==> src/rtl/wb_arbiter_pkg.sv <==
// Shared types for the Wishbone round-robin arbiter.
package wb_arbiter_pkg;

  // Bus ownership states; exposed on the arbiter's state_o debug output.
  typedef enum logic [1:0] {
    ARB_IDLE  = 2'd0,
    ARB_OWNED = 2'd1,
    ARB_ABORT = 2'd2
  } arb_state_t;

endpackage

==> src/rtl/wb_rr_pick.sv <==
// Round-robin requester search: first set request bit after 'last', wrapping
// modulo MASTERS_NUM (works for non-power-of-two counts).
module wb_rr_pick #(
  parameter int  MASTERS_NUM = 2,
  localparam int IDX_W       = $clog2(MASTERS_NUM)
) (
  input  logic [MASTERS_NUM-1:0] req,
  input  logic [IDX_W-1:0]       last,
  output logic                   found,
  output logic [IDX_W-1:0]       idx
);

  // Scan last+1, last+2, ... last+MASTERS_NUM and keep the first hit.
  always_comb begin
    int cand;
    cand  = 0;
    found = 1'b0;
    idx   = last;
    for (int k = 1; k <= MASTERS_NUM; k++) begin
      cand = (int'(last) + k) % MASTERS_NUM;
      if (!found && req[cand[IDX_W-1:0]]) begin
        found = 1'b1;
        idx   = IDX_W'(cand);
      end
    end
  end

endmodule

==> src/rtl/wb_arbiter.sv <==
// Wishbone shared-bus round-robin arbiter with a per-transfer watchdog.
// Handshake: a master requests with cyc; it owns the bus while gnt_vld_o is 1
// and releases by dropping cyc. A strobed transfer that sees neither ack nor
// err for TIMEOUT cycles is aborted with a one-cycle error on i2m_tmo_o; the
// bus stays masked (gnt_vld_o=0) until the master drops cyc.
module wb_arbiter
  import wb_arbiter_pkg::*;
#(
  parameter int  MASTERS_NUM = 2,
  parameter int  TIMEOUT     = 15,
  localparam int IDX_W       = $clog2(MASTERS_NUM),
  localparam int CNT_W       = (TIMEOUT > 0) ? $clog2(TIMEOUT + 1) : 1
) (
  input  logic                   clk_i,
  input  logic                   rst_i,
  input  logic [MASTERS_NUM-1:0] m2i_cyc_i,
  input  logic [MASTERS_NUM-1:0] m2i_stb_i,
  input  logic                   s2i_ack_i,
  input  logic                   s2i_err_i,
  output logic [MASTERS_NUM-1:0] gnt_o,
  output logic [IDX_W-1:0]       gnt_idx_o,
  output logic                   gnt_vld_o,
  output logic [MASTERS_NUM-1:0] i2m_tmo_o,
  output logic                   tmo_evt_o,
  output arb_state_t             state_o
);

  localparam bit         TMO_EN   = (TIMEOUT != 0);
  localparam [CNT_W-1:0] WDC_LAST = CNT_W'(TIMEOUT - 1);

  arb_state_t             state_q, state_d;
  logic [MASTERS_NUM-1:0] gnt_q, gnt_d;
  logic [IDX_W-1:0]       idx_q, idx_d;
  logic                   vld_q, vld_d;
  logic [MASTERS_NUM-1:0] tmo_q, tmo_d;
  logic                   evt_q, evt_d;
  logic [IDX_W-1:0]       last_q, last_d;
  logic [CNT_W-1:0]       wdc_q, wdc_d;

  logic                   pick_found;
  logic [IDX_W-1:0]       pick_idx;
  logic                   own_cyc;
  logic                   stall;

  wb_rr_pick #(.MASTERS_NUM(MASTERS_NUM)) u_pick (
    .req   (m2i_cyc_i),
    .last  (last_q),
    .found (pick_found),
    .idx   (pick_idx)
  );

  assign own_cyc = m2i_cyc_i[idx_q];
  // A transfer is stalling when strobed and the slave gives no response.
  assign stall   = m2i_stb_i[idx_q] & ~s2i_ack_i & ~s2i_err_i;

  // Next-state and next-output logic; pulses default to zero every cycle.
  always_comb begin
    state_d = state_q;
    gnt_d   = gnt_q;
    idx_d   = idx_q;
    vld_d   = vld_q;
    last_d  = last_q;
    wdc_d   = wdc_q;
    tmo_d   = '0;
    evt_d   = 1'b0;
    case (state_q)
      ARB_IDLE: begin
        wdc_d = '0;
        if (pick_found) begin
          idx_d   = pick_idx;
          gnt_d   = MASTERS_NUM'(1) << pick_idx;
          vld_d   = 1'b1;
          state_d = ARB_OWNED;
        end
      end
      ARB_OWNED: begin
        // Release beats the watchdog.
        if (!own_cyc) begin
          last_d  = idx_q;
          gnt_d   = '0;
          vld_d   = 1'b0;
          wdc_d   = '0;
          state_d = ARB_IDLE;
        end else if (TMO_EN && stall && (wdc_q == WDC_LAST)) begin
          tmo_d   = gnt_q;
          evt_d   = 1'b1;
          vld_d   = 1'b0;
          wdc_d   = '0;
          state_d = ARB_ABORT;
        end else if (stall) begin
          wdc_d = (&wdc_q) ? wdc_q : wdc_q + CNT_W'(1);
        end else begin
          wdc_d = '0;
        end
      end
      ARB_ABORT: begin
        // Grant is held but masked; late responses are ignored.
        if (!own_cyc) begin
          last_d  = idx_q;
          gnt_d   = '0;
          state_d = ARB_IDLE;
        end
      end
      default: begin
        gnt_d   = '0;
        vld_d   = 1'b0;
        wdc_d   = '0;
        state_d = ARB_IDLE;
      end
    endcase
  end

  // State and registered outputs; last resets to the top index so master 0 wins first.
  always_ff @(posedge clk_i) begin
    if (rst_i) begin
      state_q <= ARB_IDLE;
      gnt_q   <= '0;
      idx_q   <= '0;
      vld_q   <= 1'b0;
      tmo_q   <= '0;
      evt_q   <= 1'b0;
      last_q  <= IDX_W'(MASTERS_NUM - 1);
      wdc_q   <= '0;
    end else begin
      state_q <= state_d;
      gnt_q   <= gnt_d;
      idx_q   <= idx_d;
      vld_q   <= vld_d;
      tmo_q   <= tmo_d;
      evt_q   <= evt_d;
      last_q  <= last_d;
      wdc_q   <= wdc_d;
    end
  end

  assign gnt_o     = gnt_q;
  assign gnt_idx_o = idx_q;
  assign gnt_vld_o = vld_q;
  assign i2m_tmo_o = tmo_q;
  assign tmo_evt_o = evt_q;
  assign state_o   = state_q;

endmodule

==> config.mk <==
export PLATFORM = sky130hd
export DESIGN_NAME = wb_arbiter
export DESIGN_NICKNAME = d
export VERILOG_FILES = /design/src/rtl/wb_arbiter_pkg.sv /design/src/rtl/wb_rr_pick.sv /design/src/rtl/wb_arbiter.sv
export SDC_FILE = /design/constraint.sdc
export NUM_CORES = 1
export LEC_CHECK = 0
export ABC_AREA = 1
export CELL_PAD_IN_SITES_DETAIL_PLACEMENT = 0
export CELL_PAD_IN_SITES_GLOBAL_PLACEMENT = 1
export CORE_AREA = 2 2 76 42
export DETAILED_ROUTE_END_ITERATION = 10
export DIE_AREA = 0 0 78 44
export GPL_ROUTABILITY_DRIVEN = 0
export PLACE_DENSITY_LB_ADDON = 0.1
export RECOVER_POWER = 100
export SYNTH_ARGS = -nofsm -noshare
export SYNTH_HDL_FRONTEND = slang
export SYNTH_SLANG_ARGS = --single-unit
==> constraint.sdc <==
create_clock -name clk_i -period 1.3 [get_ports clk_i]
set_input_delay 0.26 -clock clk_i [delete_from_list [all_inputs] [get_ports clk_i]]
set_output_delay 0.26 -clock clk_i [all_outputs]
set_load 0.01 [all_outputs]
==> reports/qor.txt, run 1 <==
global-route wire length before repair -> 4050 µm
failing checks -> setup timing
RR Endpoint -> gnt_vld_o
Crit path required time -> 1.45 ns
synthesis-to-layout area growth -> 66.81%
Place WS -> -0.3643 ns
Die Width -> 78 µm
Hold Path End -> i2m_tmo_o[1]
RSZ-0062 raised after global routing -> true
Ant. Diodes -> 0
largest net degree at the start of global routing -> 9
leading cell type in the layout, fill and taps excluded -> buf_4
max incr delay on CP -> 0.45 ns
row cnt -> 14
reg2reg start -> wdc_q[3]
post-synthesis instance total -> 116
Seq/Total Area, Yosys -> 32.89%
starting density of the core -> 30.40%
grt total ovfl -> 0
period utilization -> 102.9%
final count of hold timing violations -> 0
FF-to-FF path depth -> 7
post-DP HPWL -> 1772 µm
layout net count -> 169
Port Buffer Count -> 16
iteration-0 DRC count of the detailed router -> 41
DR pass1 iterations -> 4
final cell count without fillers -> 195
max-cap viol count -> 0
crit path cell chain -> clkdlybuf4s50_1, inv_1, nand2_4, nand3_4, o21ai_4, nand3_1, nand2_1, nor2_1
Final Max Tran Viols -> 0
CTS tree -> yes
clk slew on worst S/H paths -> 0.06 ns
f_max -> 0.7478 GHz
gr usage total -> 15.86%
distinct cell type count after synthesis -> 23
Pwr Density -> 1813 nW/µm²
leak pwr -> 0.6397 nW
clk sinks -> 14
TritonCTS buffer count -> 3
post-route ant nets -> 0
Setup WS post-layout -> -0.03718 ns
CTS Root Cell -> clkbuf_8
crit path launch type -> primary input
Post-Route WL -> 2569 µm
synthesized net count -> 129
ratio of cells with drive above 1 in the final layout -> 44.52%
Arr. time, crit path -> 1.49 ns
commonest cells after routing, fill and taps aside -> buf_4 (19), inv_1 (14), nand2_1 (14)
hold wc startpoint -> gnt_o[1]
Least-Margin Pin Slew -> 0.3072 ns
outcome -> finished, violations left
Vias/cell -> 4.482
clock skew -> 0.002075 ns
flop2flop setup slack -> -0.01 ns
Avg WL per Cell -> 13.17 µm
CTS max path bufs -> 2
hold path cells -> 2
YS warnings -> 0
Crit Path Class -> primary input to flop
Die Y -> 44 µm
Hold Worst Slack -> 0.4458 ns
H-tree levels -> 1
Post-route DRC -> 0
Slowest-stage cell, CP -> clkdlybuf4s50_1
vias in the first global route -> 845
Ports -> 17
Final min period -> 1.337 ns
worst min-delay path category -> flop to flop
via count -> 874
critical-path maximum fanout -> 6
antenna violations before repair -> 0
Worst-Skew Late Latency -> 0.25 ns
crit end category -> flop
placed cell count -> 185
peak supply drop -> 0.8421 mV
Core ar. -> 2803 µm²
endpoints failing setup -> 6
relative slew slack -> 79.50%
Mean Syn Cell Area -> 7.345 µm²
Synth Register Bits -> 14
synthesized area -> 852.1 µm²
Die Area -> 3432 µm²
==> what timing repair did <==
item | CTS | global route
buffers inserted | 1 | 5
resized for setup | 29 | 33
hold buffers | 0 | 0
pin swaps | 4 | 14
setup endpoints to repair | 21 | 13
gates cloned | 0 | 0
==> power breakdown <==
part           total (mW)  internal, mW  leakage [nW]  switching, mW
Sequential          0.640         0.541         0.117         0.0992
Clock               0.445         0.269        0.0288          0.176
Combinational        1.49         0.645         0.494          0.847
Total                2.58          1.46         0.640           1.12
==> stage by stage <==
stage / instance area [µm²] / power [mW] / setup TNS, ns / util (%)
2_1_floorplan: 852.1 / 1.297 / 0 / -
3_3_place_gp: 1160 / 1.761 / -3.473 / 41.38
3_5_place_dp: 1160 / 1.756 / -3.622 / 41.38
4_1_cts: 1264 / 2.249 / -0.1268 / 45.09
5_1_grt: 1421 / 2.756 / -0.6753 / 50.71
6_report: 1421 / 2.577 / -0.1498 / 50.71
==> sequential cells by signal, summed over array words and instances (netlist names) <==
name and cells:
wdc_q 4, gnt_o 2, i2m_tmo_o 2, state_o 2
gnt_idx_o 1, gnt_vld_o 1, last_q 1, tmo_evt_o 1
==> cells in the mapped netlist <==
| cell type | number | share of area, % |
|---|---|---|
| a21oi_1 | 9 | 5.3 |
| dfxtp_1 | 14 | 33 |
| ha_1 | 5 | 7.3 |
| inv_1 | 22 | 9.7 |
| inv_2 | 1 | 0.44 |
| nand2_1 | 16 | 7.0 |
| nand2_2 | 1 | 0.73 |
| nand2_4 | 3 | 4.0 |
| nand3_1 | 11 | 6.5 |
| nand3_2 | 1 | 1.2 |
| nand3_4 | 1 | 2.1 |
| nand3b_1 | 1 | 0.88 |
| nand4_1 | 2 | 1.5 |
| nand4_2 | 1 | 1.5 |
| nor2_1 | 14 | 6.2 |
| nor2_4 | 3 | 4.0 |
| o211ai_1 | 1 | 0.88 |
| o21a_1 | 1 | 0.88 |
| o21ai_0 | 4 | 2.3 |
| o21ai_2 | 2 | 2.1 |
| or2_0 | 1 | 0.73 |
| xnor2_1 | 1 | 1.0 |
| xor2_1 | 1 | 1.0 |
==> worst max-delay path: cells and delay by family <==
family	cells	cell delay, ns
AND/OR/NAND/NOR	5	0.43
buffers and inverters	2	0.52
AO/OA/AOI/OAI	1	0.27
==> how the worst max path moves through the flow <==
stage                      start        end  slack [ns]  depth (start not counted)
floorplan               wdc_q[0]  gnt_vld_o        0.05                          9
global placement    m2i_stb_i[1]  gnt_vld_o       -0.39                          8
detailed placement  m2i_stb_i[1]  gnt_vld_o       -0.36                          8
CTS                 m2i_cyc_i[1]   wdc_q[0]       -0.04                         10
global route        m2i_stb_i[1]   wdc_q[2]       -0.11                          9
finish              m2i_stb_i[1]   wdc_q[1]       -0.04                          8
==> layer usage <==
layer	share of wire [%]	vias to the layer above	track usage, %	wire, µm
met2	43	17	21.38	1099
met1	53	410	23.36	1371
met3	3.8	0	5.833	98
met4	0	0	4.561	0
li1	-	447	-	-
met5	0	-	0	0
==> layout make-up <==
cell class,instances,area (µm²)
timing repair buffer,35,300.3
sequential,14,291.5
inverter,23,86.33
clock buffer,4,55.05
fill,275,1381
multi-input combinational,79,638.1
tap,40,50.05
==> cell families after synthesis <==
family                   synth area share (%)
buffers and inverters                   10.13
flip-flops                              32.89
XOR/XNOR                                2.056
adder cells (fa/ha/maj)                 7.342
AO/OA/AOI/OAI                           11.45
AND/OR/NAND/NOR                         36.12
Note: power is estimated with default switching activity, not from simulation.
==> inputs of run 2 (changes only) <==
Settings changed: CORE_AREA 2 2 76 42 to 2 2 54 56, CTS_BUF_LIST from default to sky130_fd_sc_hd__clkbuf_8, DIE_AREA 0 0 78 44 to 0 0 56 58.
==> run 2 against run 1 <==
Sequential power down 1%; power decreased by 3.6%; first-iteration DRC count decreased by 61%; the run still ends with setup timing left.
==> reports/qor.txt, run 2 (same netlist as run 1, synthesis figures left out) <==
hold path cells -> 2
Core ar. -> 2663 µm²
layout net count -> 169
vias in the first global route -> 819
period utilization -> 101.4%
failing checks -> setup timing
synthesis-to-layout area growth -> 62.56%
clk slew on worst S/H paths -> 0.07 ns
Setup WS post-layout -> -0.01838 ns
Hold Worst Slack -> 0.4424 ns
Pwr Density -> 1793 nW/µm²
antenna violations before repair -> 0
Crit Path Class -> flop to flop
ratio of cells with drive above 1 in the final layout -> 43.23%
crit path cell chain -> inv_2, ha_4, inv_2, nor2_4, nand4_4, nand2_8, nand3_4, nor2_1, nor2_2
Ant. Diodes -> 0
starting density of the core -> 32.00%
CTS max path bufs -> 2
row cnt -> 19
crit path launch type -> flop
commonest cells after routing, fill and taps aside -> buf_4 (18), inv_1 (13), nand2_1 (12)
via count -> 863
max-cap viol count -> 0
Crit path required time -> 1.45 ns
Die Area -> 3248 µm²
Post-Route WL -> 2246 µm
Port Buffer Count -> 16
gr usage total -> 13.71%
Worst-Skew Late Latency -> 0.25 ns
Final min period -> 1.318 ns
global-route wire length before repair -> 3456 µm
f_max -> 0.7585 GHz
crit end category -> flop
post-route ant nets -> 0
placed cell count -> 179
RSZ-0062 raised after global routing -> true
worst min-delay path category -> flop to flop
CTS tree -> yes
Final Max Tran Viols -> 0
RR Endpoint -> state_o[1]
Hold Path End -> i2m_tmo_o[1]
max incr delay on CP -> 0.34 ns
clk sinks -> 14
Arr. time, crit path -> 1.46 ns
reg2reg start -> wdc_q[0]
Avg WL per Cell -> 12.08 µm
clock skew -> 0.006390 ns
Place WS -> -0.2900 ns
Vias/cell -> 4.640
hold wc startpoint -> gnt_o[1]
critical-path maximum fanout -> 7
Die Y -> 58 µm
outcome -> finished, violations left
DR pass1 iterations -> 4
total chip power -> 2.484 mW
TritonCTS buffer count -> 3
FF-to-FF path depth -> 9
final count of hold timing violations -> 0
Least-Margin Pin Slew -> 0.3129 ns
largest reg by FF count -> wdc_q
most frequent CP cell -> inv_2
peak supply drop -> 1.038 mV
relative slew slack -> 78.92%
leak pwr -> 0.6443 nW
grt total ovfl -> 0
number of flip-flops in the largest register -> 4
post-DP HPWL -> 1654 µm
H-tree levels -> 1
Post-route DRC -> 0
Ports -> 17
iteration-0 DRC count of the detailed router -> 16
leading cell type in the layout, fill and taps excluded -> buf_4
final cell count without fillers -> 186
Slowest-stage cell, CP -> dfxtp_2
hold buffer count at CTS -> 0
endpoints failing setup -> 3
flop2flop setup slack -> -0.02 ns
Die Width -> 56 µm
fin util -> 52.02%
CTS Root Cell -> clkbuf_8
largest net degree at the start of global routing -> 9
-- run 2: changes by cell type in the layout (fill, tap and decap cells not counted), sizes merged --
cell and change:
buf -1, clkbuf +1, dlymetal6s2s +1, clkdlybuf4s50 -1
-- run 2: power by group --
group | leakage (nW) | switching (mW) | internal (mW) | total [mW]
sequential | 0.116 | 0.0935 | 0.539 | 0.633
combinational | 0.500 | 0.793 | 0.617 | 1.41
clock | 0.0288 | 0.173 | 0.269 | 0.441
-- run 2: timing repair --
item	in CTS	in global routing
setup buffers	0	3
resized for setup	22	37
pin swaps	3	17
setup endpoints to repair	16	14
-- run 2: critical path, delay by kind of cell, from the launching register on --
family                   cells  cell delay, ns
flip-flops                   1            0.34
buffers and inverters        2            0.11
adder cells (fa/ha/maj)      1            0.12
AND/OR/NAND/NOR              6            0.64
-- run 2: layer usage --
metal | track usage, % | routed length [µm] | vias to the layer above | part of all wire, %
li1 | - | - | 447 | -
met1 | 16.03 | 986 | 395 | 44
met3 | 2.902 | 51 | 8 | 2.3
met2 | 22.86 | 1154 | 13 | 51
met4 | 8.844 | 53 | 0 | 2.4
met5 | 0 | 0 | - | 0
-- run 2: area by class of cell --
class                           instances  area (µm²)
Inverter                               23       86.33
Tap cell                               31       38.79
Clock buffer                            4       55.05
Fill cell                             273        1277
Timing Repair Buffer                   35       302.8
Sequential cell                        14       286.5
Multi-Input combinational cell         79       615.6
-- run 2: per-stage QoR --
step	TNS, ns	area, µm²
finish	-0.04124	1385
global route	-0.7429	1385
CTS	-0.08341	1246
detailed placement	-3.325	1171
global placement	-3.196	1171
floorplan	0	852.1
-- run 2: how the worst max path moves through the flow --
stage                  to         start  slack (ns)
5_1_grt        state_o[1]      wdc_q[0]       -0.11
2_1_floorplan   gnt_vld_o      wdc_q[0]        0.05
4_1_cts          wdc_q[0]      wdc_q[0]       -0.04
3_3_place_gp    gnt_vld_o  m2i_stb_i[1]       -0.30
3_5_place_dp     wdc_q[3]  m2i_stb_i[1]       -0.29
6_report       state_o[1]      wdc_q[0]       -0.02
==> inputs of run 3 (changes only) <==
Settings changed: ABC_CLOCK_PERIOD_IN_PS from default to 1300.
==> results of run 3 <==
No change in the layout: final DEF, timing and power equal those of run 2.
